<file path="src/rtl/spi_master_ctrl.sv">
// SPI master controller: one configurable transfer at a time, MSB first,
// selectable CPOL/CPHA, SCK half-period of (clk_div+1) clk cycles and a
// one-hot active-low chip select picked per transfer.
module spi_master_ctrl #(
  parameter int DATA_W = 8,
  parameter int NUM_CS = 2,
  parameter int DIV_W  = 4,
  localparam int CS_W  = (NUM_CS > 1) ? $clog2(NUM_CS) : 1
) (
  input  logic              clk,
  input  logic              rst_n,
  input  logic              ena,
  input  logic              start,
  input  logic [CS_W-1:0]   cs_sel,
  input  logic              cpol,
  input  logic              cpha,
  input  logic [DIV_W-1:0]  clk_div,
  input  logic [DATA_W-1:0] tx_data,
  output logic [DATA_W-1:0] rx_data,
  output logic              busy,
  output logic              done,
  output logic [NUM_CS-1:0] spi_cs_n,
  output logic              spi_sck,
  output logic              spi_mosi,
  input  logic              spi_miso
);

  localparam int                EC_W      = $clog2(2 * DATA_W + 1);
  localparam logic [EC_W-1:0]   LAST_EDGE = EC_W'(2 * DATA_W);
  // NUM_CS widened by one bit so the range test never compares against an
  // unrepresentable constant.
  localparam logic [CS_W:0]     NUM_CS_L  = (CS_W + 1)'(NUM_CS);

  typedef enum logic [1:0] {
    IDLE  = 2'd0,
    SETUP = 2'd1,
    SHIFT = 2'd2,
    HOLD  = 2'd3
  } state_t;

  state_t              state_q,    state_d;
  logic [DIV_W-1:0]    div_cnt_q,  div_cnt_d;
  logic [EC_W-1:0]     edge_cnt_q, edge_cnt_d;
  logic [DIV_W-1:0]    clk_div_q,  clk_div_d;
  logic                cpol_q,     cpol_d;
  logic                cpha_q,     cpha_d;
  logic [DATA_W-1:0]   tx_sr_q,    tx_sr_d;
  logic [DATA_W-1:0]   rx_sr_q,    rx_sr_d;
  logic [DATA_W-1:0]   rx_data_q,  rx_data_d;
  logic [NUM_CS-1:0]   cs_n_q,     cs_n_d;
  logic                sck_q,      sck_d;
  logic                mosi_q,     mosi_d;
  logic                done_q,     done_d;

  logic                half_done;
  logic                cs_ok;
  logic                edge_evt;
  logic [EC_W-1:0]     edge_nxt;
  logic                edge_smp;
  logic                edge_drv;

  // SCK edge bookkeeping: which edge comes next and whether it samples or drives
  always_comb begin
    half_done = (div_cnt_q == clk_div_q);
    cs_ok     = ({1'b0, cs_sel} < NUM_CS_L);
    edge_nxt  = edge_cnt_q + EC_W'(1);
    edge_evt  = half_done &&
                ((state_q == SETUP) ||
                 ((state_q == SHIFT) && (edge_cnt_q != LAST_EDGE)));
    // cpha=0 samples on odd edges, cpha=1 on even edges
    edge_smp  = edge_nxt[0] ^ cpha_q;
    // the final edge of a cpha=0 transfer must not advance mosi
    edge_drv  = !edge_smp && (edge_nxt != LAST_EDGE);
  end

  // Next-state and next-output computation for the whole controller
  always_comb begin
    state_d    = state_q;
    div_cnt_d  = half_done ? '0 : div_cnt_q + DIV_W'(1);
    edge_cnt_d = edge_cnt_q;
    clk_div_d  = clk_div_q;
    cpol_d     = cpol_q;
    cpha_d     = cpha_q;
    tx_sr_d    = tx_sr_q;
    rx_sr_d    = rx_sr_q;
    rx_data_d  = rx_data_q;
    cs_n_d     = cs_n_q;
    sck_d      = sck_q;
    mosi_d     = mosi_q;
    done_d     = 1'b0;

    case (state_q)
      IDLE: begin
        div_cnt_d = '0;
        if (ena && start && cs_ok) begin
          state_d    = SETUP;
          edge_cnt_d = '0;
          clk_div_d  = clk_div;
          cpol_d     = cpol;
          cpha_d     = cpha;
          cs_n_d     = ~(NUM_CS'(1) << cs_sel);
          sck_d      = cpol;
          // MSB goes out immediately; cpha=1 re-drives it on the first edge
          mosi_d     = tx_data[DATA_W-1];
          tx_sr_d    = cpha ? tx_data : (tx_data << 1);
          rx_sr_d    = '0;
        end
      end
      SETUP: begin
        if (half_done) state_d = SHIFT;
      end
      SHIFT: begin
        if (half_done && (edge_cnt_q == LAST_EDGE)) state_d = HOLD;
      end
      HOLD: begin
        if (half_done) begin
          state_d   = IDLE;
          done_d    = 1'b1;
          cs_n_d    = '1;
          mosi_d    = 1'b0;
          rx_data_d = rx_sr_q;
        end
      end
      default: state_d = IDLE;
    endcase

    if (edge_evt) begin
      sck_d      = ~sck_q;
      edge_cnt_d = edge_nxt;
      if (edge_smp) rx_sr_d = {rx_sr_q[DATA_W-2:0], spi_miso};
      if (edge_drv) begin
        mosi_d  = tx_sr_q[DATA_W-1];
        tx_sr_d = tx_sr_q << 1;
      end
    end
  end

  // State and registered outputs; reset parks the bus idle with SCK low
  always_ff @(posedge clk or negedge rst_n) begin
    if (!rst_n) begin
      state_q    <= IDLE;
      div_cnt_q  <= '0;
      edge_cnt_q <= '0;
      clk_div_q  <= '0;
      cpol_q     <= 1'b0;
      cpha_q     <= 1'b0;
      tx_sr_q    <= '0;
      rx_sr_q    <= '0;
      rx_data_q  <= '0;
      cs_n_q     <= '1;
      sck_q      <= 1'b0;
      mosi_q     <= 1'b0;
      done_q     <= 1'b0;
    end else begin
      state_q    <= state_d;
      div_cnt_q  <= div_cnt_d;
      edge_cnt_q <= edge_cnt_d;
      clk_div_q  <= clk_div_d;
      cpol_q     <= cpol_d;
      cpha_q     <= cpha_d;
      tx_sr_q    <= tx_sr_d;
      rx_sr_q    <= rx_sr_d;
      rx_data_q  <= rx_data_d;
      cs_n_q     <= cs_n_d;
      sck_q      <= sck_d;
      mosi_q     <= mosi_d;
      done_q     <= done_d;
    end
  end

  assign busy     = (state_q != IDLE);
  assign done     = done_q;
  assign rx_data  = rx_data_q;
  assign spi_cs_n = cs_n_q;
  assign spi_sck  = sck_q;
  assign spi_mosi = mosi_q;

endmodule
</file>
<file path="config.mk">
export PLATFORM = sky130hd
export DESIGN_NAME = spi_master_ctrl
export DESIGN_NICKNAME = d
export VERILOG_FILES = /design/src/rtl/spi_master_ctrl.sv
export SDC_FILE = /design/constraint.sdc
export NUM_CORES = 1
export LEC_CHECK = 0
export BUFFER_PORTS_ARGS = -buffer_cell sky130_fd_sc_hd__buf_2
export CAP_MARGIN = 15
export CORE_MARGIN = 2
export CORE_UTILIZATION = 45
export DETAILED_ROUTE_END_ITERATION = 10
export PLACE_DENSITY = 0.66
export SKIP_LAST_GASP = 1
export SYNTH_ARGS = -nofsm -noshare
export SYNTH_HDL_FRONTEND = slang
export SYNTH_SLANG_ARGS = --single-unit
</file>
<file path="constraint.sdc">
create_clock -name clk -period 4.95 [get_ports clk]
set_input_delay 0.2475 -clock clk [delete_from_list [all_inputs] [get_ports clk]]
set_output_delay 0.2475 -clock clk [all_outputs]
set_load 0.1 [all_outputs]
</file>
# Yosys cells after proc, flatten, opt, wreduce, memory -nomap -nowiden
# Index checks and enable logic that the tools add are counted.
# totals
out_inout_bits	14
in_bits	20
register_bits	45
elab_cells	78
# classes
bitwise_logic	3
n_shift	1
n_reduce_logical	17
mux	32
addsub	2
n_eq_ne	11
# ops
op	n
$mux 8	9
$mux 5	3
$mux 2	6
$ne 5x5->1 const B	2
$mux 1	9
$mux 4	2
$pmux 2 s4	1
$reduce_bool 2->1	4
$ne 2x2->1 const B	3
$reduce_and 2->1	3
$add 5x1->5 const B	1
$eq 5x5->1 const B	1
$logic_and 1x1->1	5
$add 4x1->4 const B	1
$eq 2x2->1 const B	2
$eq 4x4->1	1
$pmux 2 s2	1
$reduce_and 4->1	1
$reduce_and 3->1	1
$eq 2x1->1 const B	1
$logic_not 2->1	1
$ne 2x1->1 const B	1
$not 2->2	1
$pmux 1 s2	1
other kinds (5)	5

# Longest topological paths before layout
# logic_depth
ltp_word	6
ltp_mapped	9
mapped_depth_nobuf	7

# Least setup slack after synthesis
# Ideal clock, no wire load.
# synth_path
path_type	register to register
startpoint	register edge_cnt_q[0]
endpoint	register mosi_q (netlist: spi_mosi)
path_stages_with_launch	9
required_time_ps	4825
period_less_slack_ps	1908
n_path_buf	1
setup_time_ps	125
arrival_time_ps	1783
path_slack_ps	3042
cell_sequence	dfrtp_1 > inv_1 > ha_1 > nand4bb_1 > a21oi_1 > nand2b_1 > buf_2 > nor3_4 > mux2_2
# synth_via
elab_chain_len	6
elab_cells_between_ends	11
# synth_lines
item	line	rtl
from (decl)	43	logic [EC_W-1:0] edge_cnt_q, edge_cnt_d;
from (signal assigned)	157	edge_cnt_q <= edge_cnt_d;
parallel branches: the longest is 5 deep, another holds $add 5x1->5	--	
$mux 1 *	127	if (edge_evt) begin
named net mosi_d	52	logic mosi_q, mosi_d;
to (signal assigned)	166	mosi_q <= mosi_d;
to (decl)	52	
# Mark *: on every way through the listed nets, which the timed path passes.
# A chain may end at the register's enable or synchronous reset.

# Final worst setup path
# layout_path
startpoint	register edge_cnt_q[0]
endpoint	register tx_sr_q[4]
# layout_via
elab_chain_len	6
elab_cells_between_ends	11
# layout_lines
item	line	rtl
parallel branches: the longest is 5 deep, another holds $add 5x1->5	--	
$mux 8 *	127	
named net tx_sr_d[4]	47	logic [DATA_W-1:0] tx_sr_q, tx_sr_d;
to (signal assigned)	161	tx_sr_q <= tx_sr_d;
to (decl)	47	
# Marks and branches as above.

==> summary.md <==
| Metric | Value |
|---|---|
| Pin slew with the least headroom to its limit | `0.9984 ns` |
| DRC viols | `0` |
| # hold bufs at CTS | `0` |
| Status | `finished clean` |
| Met3 usage | `3.155%` |
| Vias in the first global route | `1,544` |
| Yosys reg bits | `45` |
| Number of port buffers | `33` |
| GRT Util Overall | `16.43%` |
| Num CTS Buffers | `5` |
| CTS H-tree lvls | `2` |
| Worst Hold Slack | `0.09358 ns` |
| RSZ-0062 raised after global routing | `no` |
| Largest stage delay, worst path | `0.49 ns` |
| Most frequent cells after synthesis | `nand2_1, dfrtp_1, o21ai_0` |
| FF/Latch Area | `0.001129 mm²` |
| I/O pin total | `34` |
| Clk_lat worst skew | `0.29 ns` |
| R2r startpoint | `edge_cnt_q[0]$_DFFE_PN0P_` |
| Setup TNS | `0 ns` |
| Synth Flop Type | `dfrtp_1` |
| Hold Fails Final Rpt | `0` |
| Placed cell count | `294` |
| Max Clk Rate | `425.5 MHz` |
| Largest net degree at the start of global routing | `46` |
| Diode count | `0` |
| Synth Area in Simple Gates | `16.69%` |
| Cell area after synthesis | `0.002182 mm²` |
| Max Cap Viol | `0` |
| R2R Setup Slk | `2.60 ns` |
| Worst Reg-to-Reg Cells | `7` |
| Crit path kind | `reg2reg` |
| FFs w/ async S/R, synth | `100.0%` |
| Finished Cell Area | `0.002486 mm²` |
| Crit-path max FO | `15` |
| Reg clk slew, reported paths | `0.09 ns` |
| Yosys top cell by area | `dfrtp_1` |
| Setup crit start kind | `flip-flop` |
| Tmin final | `2.350 ns` |
| Met1 usage | `21.09%` |
| Multi-input gate area | `993.5 µm²` |
| Area contributors post-synth | `dfrtp_1, mux2_2, nand2_1` |
| WL per Instance | `12.89 µm` |
| Max VDD drop | `311.9 µV` |
| Via count | `1,581` |
| Ratio of cells with drive above 1 in the final layout | `25.51%` |
| GR Layer Usage met2 | `27.18%` |
| Crit. End Element | `flip-flop` |
| Clk buf depth | `2` |
| Power, Total | `1.770 mW` |
| First-pass GRT wire length | `6865 µm` |
| Post-CTS resize count | `0` |
| R2R Path End | `tx_sr_q[4]$_DFF_PN0_` |
| WP data required | `5.14 ns` |
| Critical Path Stages | `7` |
| Overall routed net length | `3880 µm` |
| # setup viols final | `0` |
| CTS tree | `done` |
| Yosys warns | `0` |
| Most common cell in the synthesized netlist | `nand2_1` |
| Gr ovfl total | `0` |
| Slowest-stage cell, CP | `nor3_4` |
| Nets | `275` |
| EDFF count, synth | `0` |
| Worst Path Arrival | `2.54 ns` |
| Initial DRC count | `70` |
| Fraction of the mapped netlist area in adder cells | `4.587%` |
| WHS Path Cells | `2` |
| Final Instance Count excl. Fillers | `301` |
| Placed inst area | `0.002396 mm²` |
| GRT busiest layer | `met2` |
| Setup Fix Bufs, Post-CTS | `0` |
| Row count | `25` |
| Family with the most delay on the worst path | `simple AND/OR/NAND/NOR gates` |
| Slew HR | `33.44%` |
| Period Utilization, post-route | `47.48%` |
| Synth Area in Compound Gates | `8.601%` |
| CP endpoint | `tx_sr_q[4]$_DFF_PN0_` |
| Power Dens Cells | `711.8 mW/mm²` |
| Cells after synthesis | `213` |
| Post-synthesis sequential area ratio | `51.72%` |
| Die Height | `73.64 µm` |
| Worst Setup SP | `edge_cnt_q[0]$_DFFE_PN0P_` |
| Fill count | `433` |
| Chip Width | `73.64 µm` |
| Synth Net Count | `241` |
| Proportion of synthesized area in mux cells | `12.44%` |
| Clk sinks | `45` |
| Post-synth top area share | `49.31%` |
| Antenna-violating nets left | `0` |
| TritonRoute pass-1 iters | `4` |
| Crit path cell chain | `inv_1, ha_1, nand4bb_1, a21oi_1, nand2b_1, nor3_4, mux2_2` |
| Root buf cell | `clkbuf_8` |
| P_leak | `1.203 nW` |
| XOR/XNOR Fraction of Synth Area | `3.211%` |
| Post-DR vias/cell | `5.252` |
| Global placement routability congestion | `0.7683` |
| Hold WC Path Type | `in2reg` |
| CORE AREA | `0.004692 mm²` |
| Count of cell types in the netlist | `31` |
| Synth-to-layout area growth | `13.93%` |
| Die area | `0.005422 mm²` |
| CP Buf/Inv Count | `1` |
| Slew Viols, Final | `0` |
| Initial antenna violation count | `0` |
| DP HPWL | `2756 µm` |
| Syn Area/Cell | `10.24 µm²` |
| Clock Skews | `0.01372 ns` |
| Largest family of logic cells by synthesized area | `simple AND/OR/NAND/NOR gates` |
| Initial core utilization | `46.51%` |
[metal layers]
metal / routed length (µm) / vias to the layer above / part of all wire [%]
met5: 0 / - / 0
met4: 55 / 0 / 1.4
li1: - / 796 / -
met3: 148 / 5 / 3.8
met1: 1803 / 748 / 46
met2: 1873 / 32 / 48
[cell usage in the layout, fill, tap and decap left out, types with 2 or more instances in the layout]
cell,count
a21oi_1,7
and3_1,2
buf_2,33
buf_4,2
clkbuf_8,6
dfrtp_1,43
dfstp_2,2
ha_1,8
inv_1,7
mux2_2,17
mux2i_1,8
nand2_1,45
nand3_1,10
nor2_1,8
nor3_1,2
nor3b_1,3
o21ai_0,22
xnor2_1,6
xor2_1,2
[per-stage QoR]
stage                     setup WS, ns  utilization, %
after floorplan                  3.042               -
after global placement           2.685           51.07
after detailed placement         2.604           51.07
after CTS                        2.602           52.99
after global routing             2.370           52.99
final                            2.600           52.99
[sequential cells by signal (all words and copies together), names as in the netlist]
register / flops
edge_cnt_q: 5
state_q: 2
spi_cs_n: 2
rx_data: 8
spi_sck: 1
div_cnt_q: 4
cpha_q: 1
clk_div_q: 4
done: 1
tx_sr_q: 8
spi_mosi: 1
rx_sr_q: 8
[report_power, final]
group,internal [mW],switching [mW]
Clock,0.110,0.118
Sequential,0.525,0.100
Combinational,0.265,0.651
[final cells by class]
class                   instances  share of cell area [%]
flip-flops and latches         45                   45.40
multi-input cells             153                   39.96
repair buffers                 35                   7.247
clock buffers                   6                   3.322
well taps                      54                   2.718
inverters                       7                   1.057
clock inverters                 1                  0.3020
[worst min path at each step]
stage / from / end
global placement: cs_sel / spi_cs_n[1]$_DFFE_PN1P_
floorplan: rst_n / clk_div_q[0]$_DFFE_PN0P_
CTS: cs_sel / spi_cs_n[1]$_DFFE_PN1P_
detailed placement: cs_sel / spi_cs_n[1]$_DFFE_PN1P_
finish: cs_sel / spi_cs_n[1]$_DFFE_PN1P_
global route: cs_sel / spi_cs_n[1]$_DFFE_PN1P_
[logic make-up (layout without fill, tap and decap cells)]
family / after synthesis / after routing
AO/OA/AOI/OAI: 34 / 34
flip-flops: 45 / 45
AND/OR/NAND/NOR: 78 / 78
adder cells (fa/ha/maj): 8 / 8
multiplexers: 25 / 25
buffers and inverters: 15 / 49
XOR/XNOR: 8 / 8
Note: power is estimated with default switching activity, not from simulation.
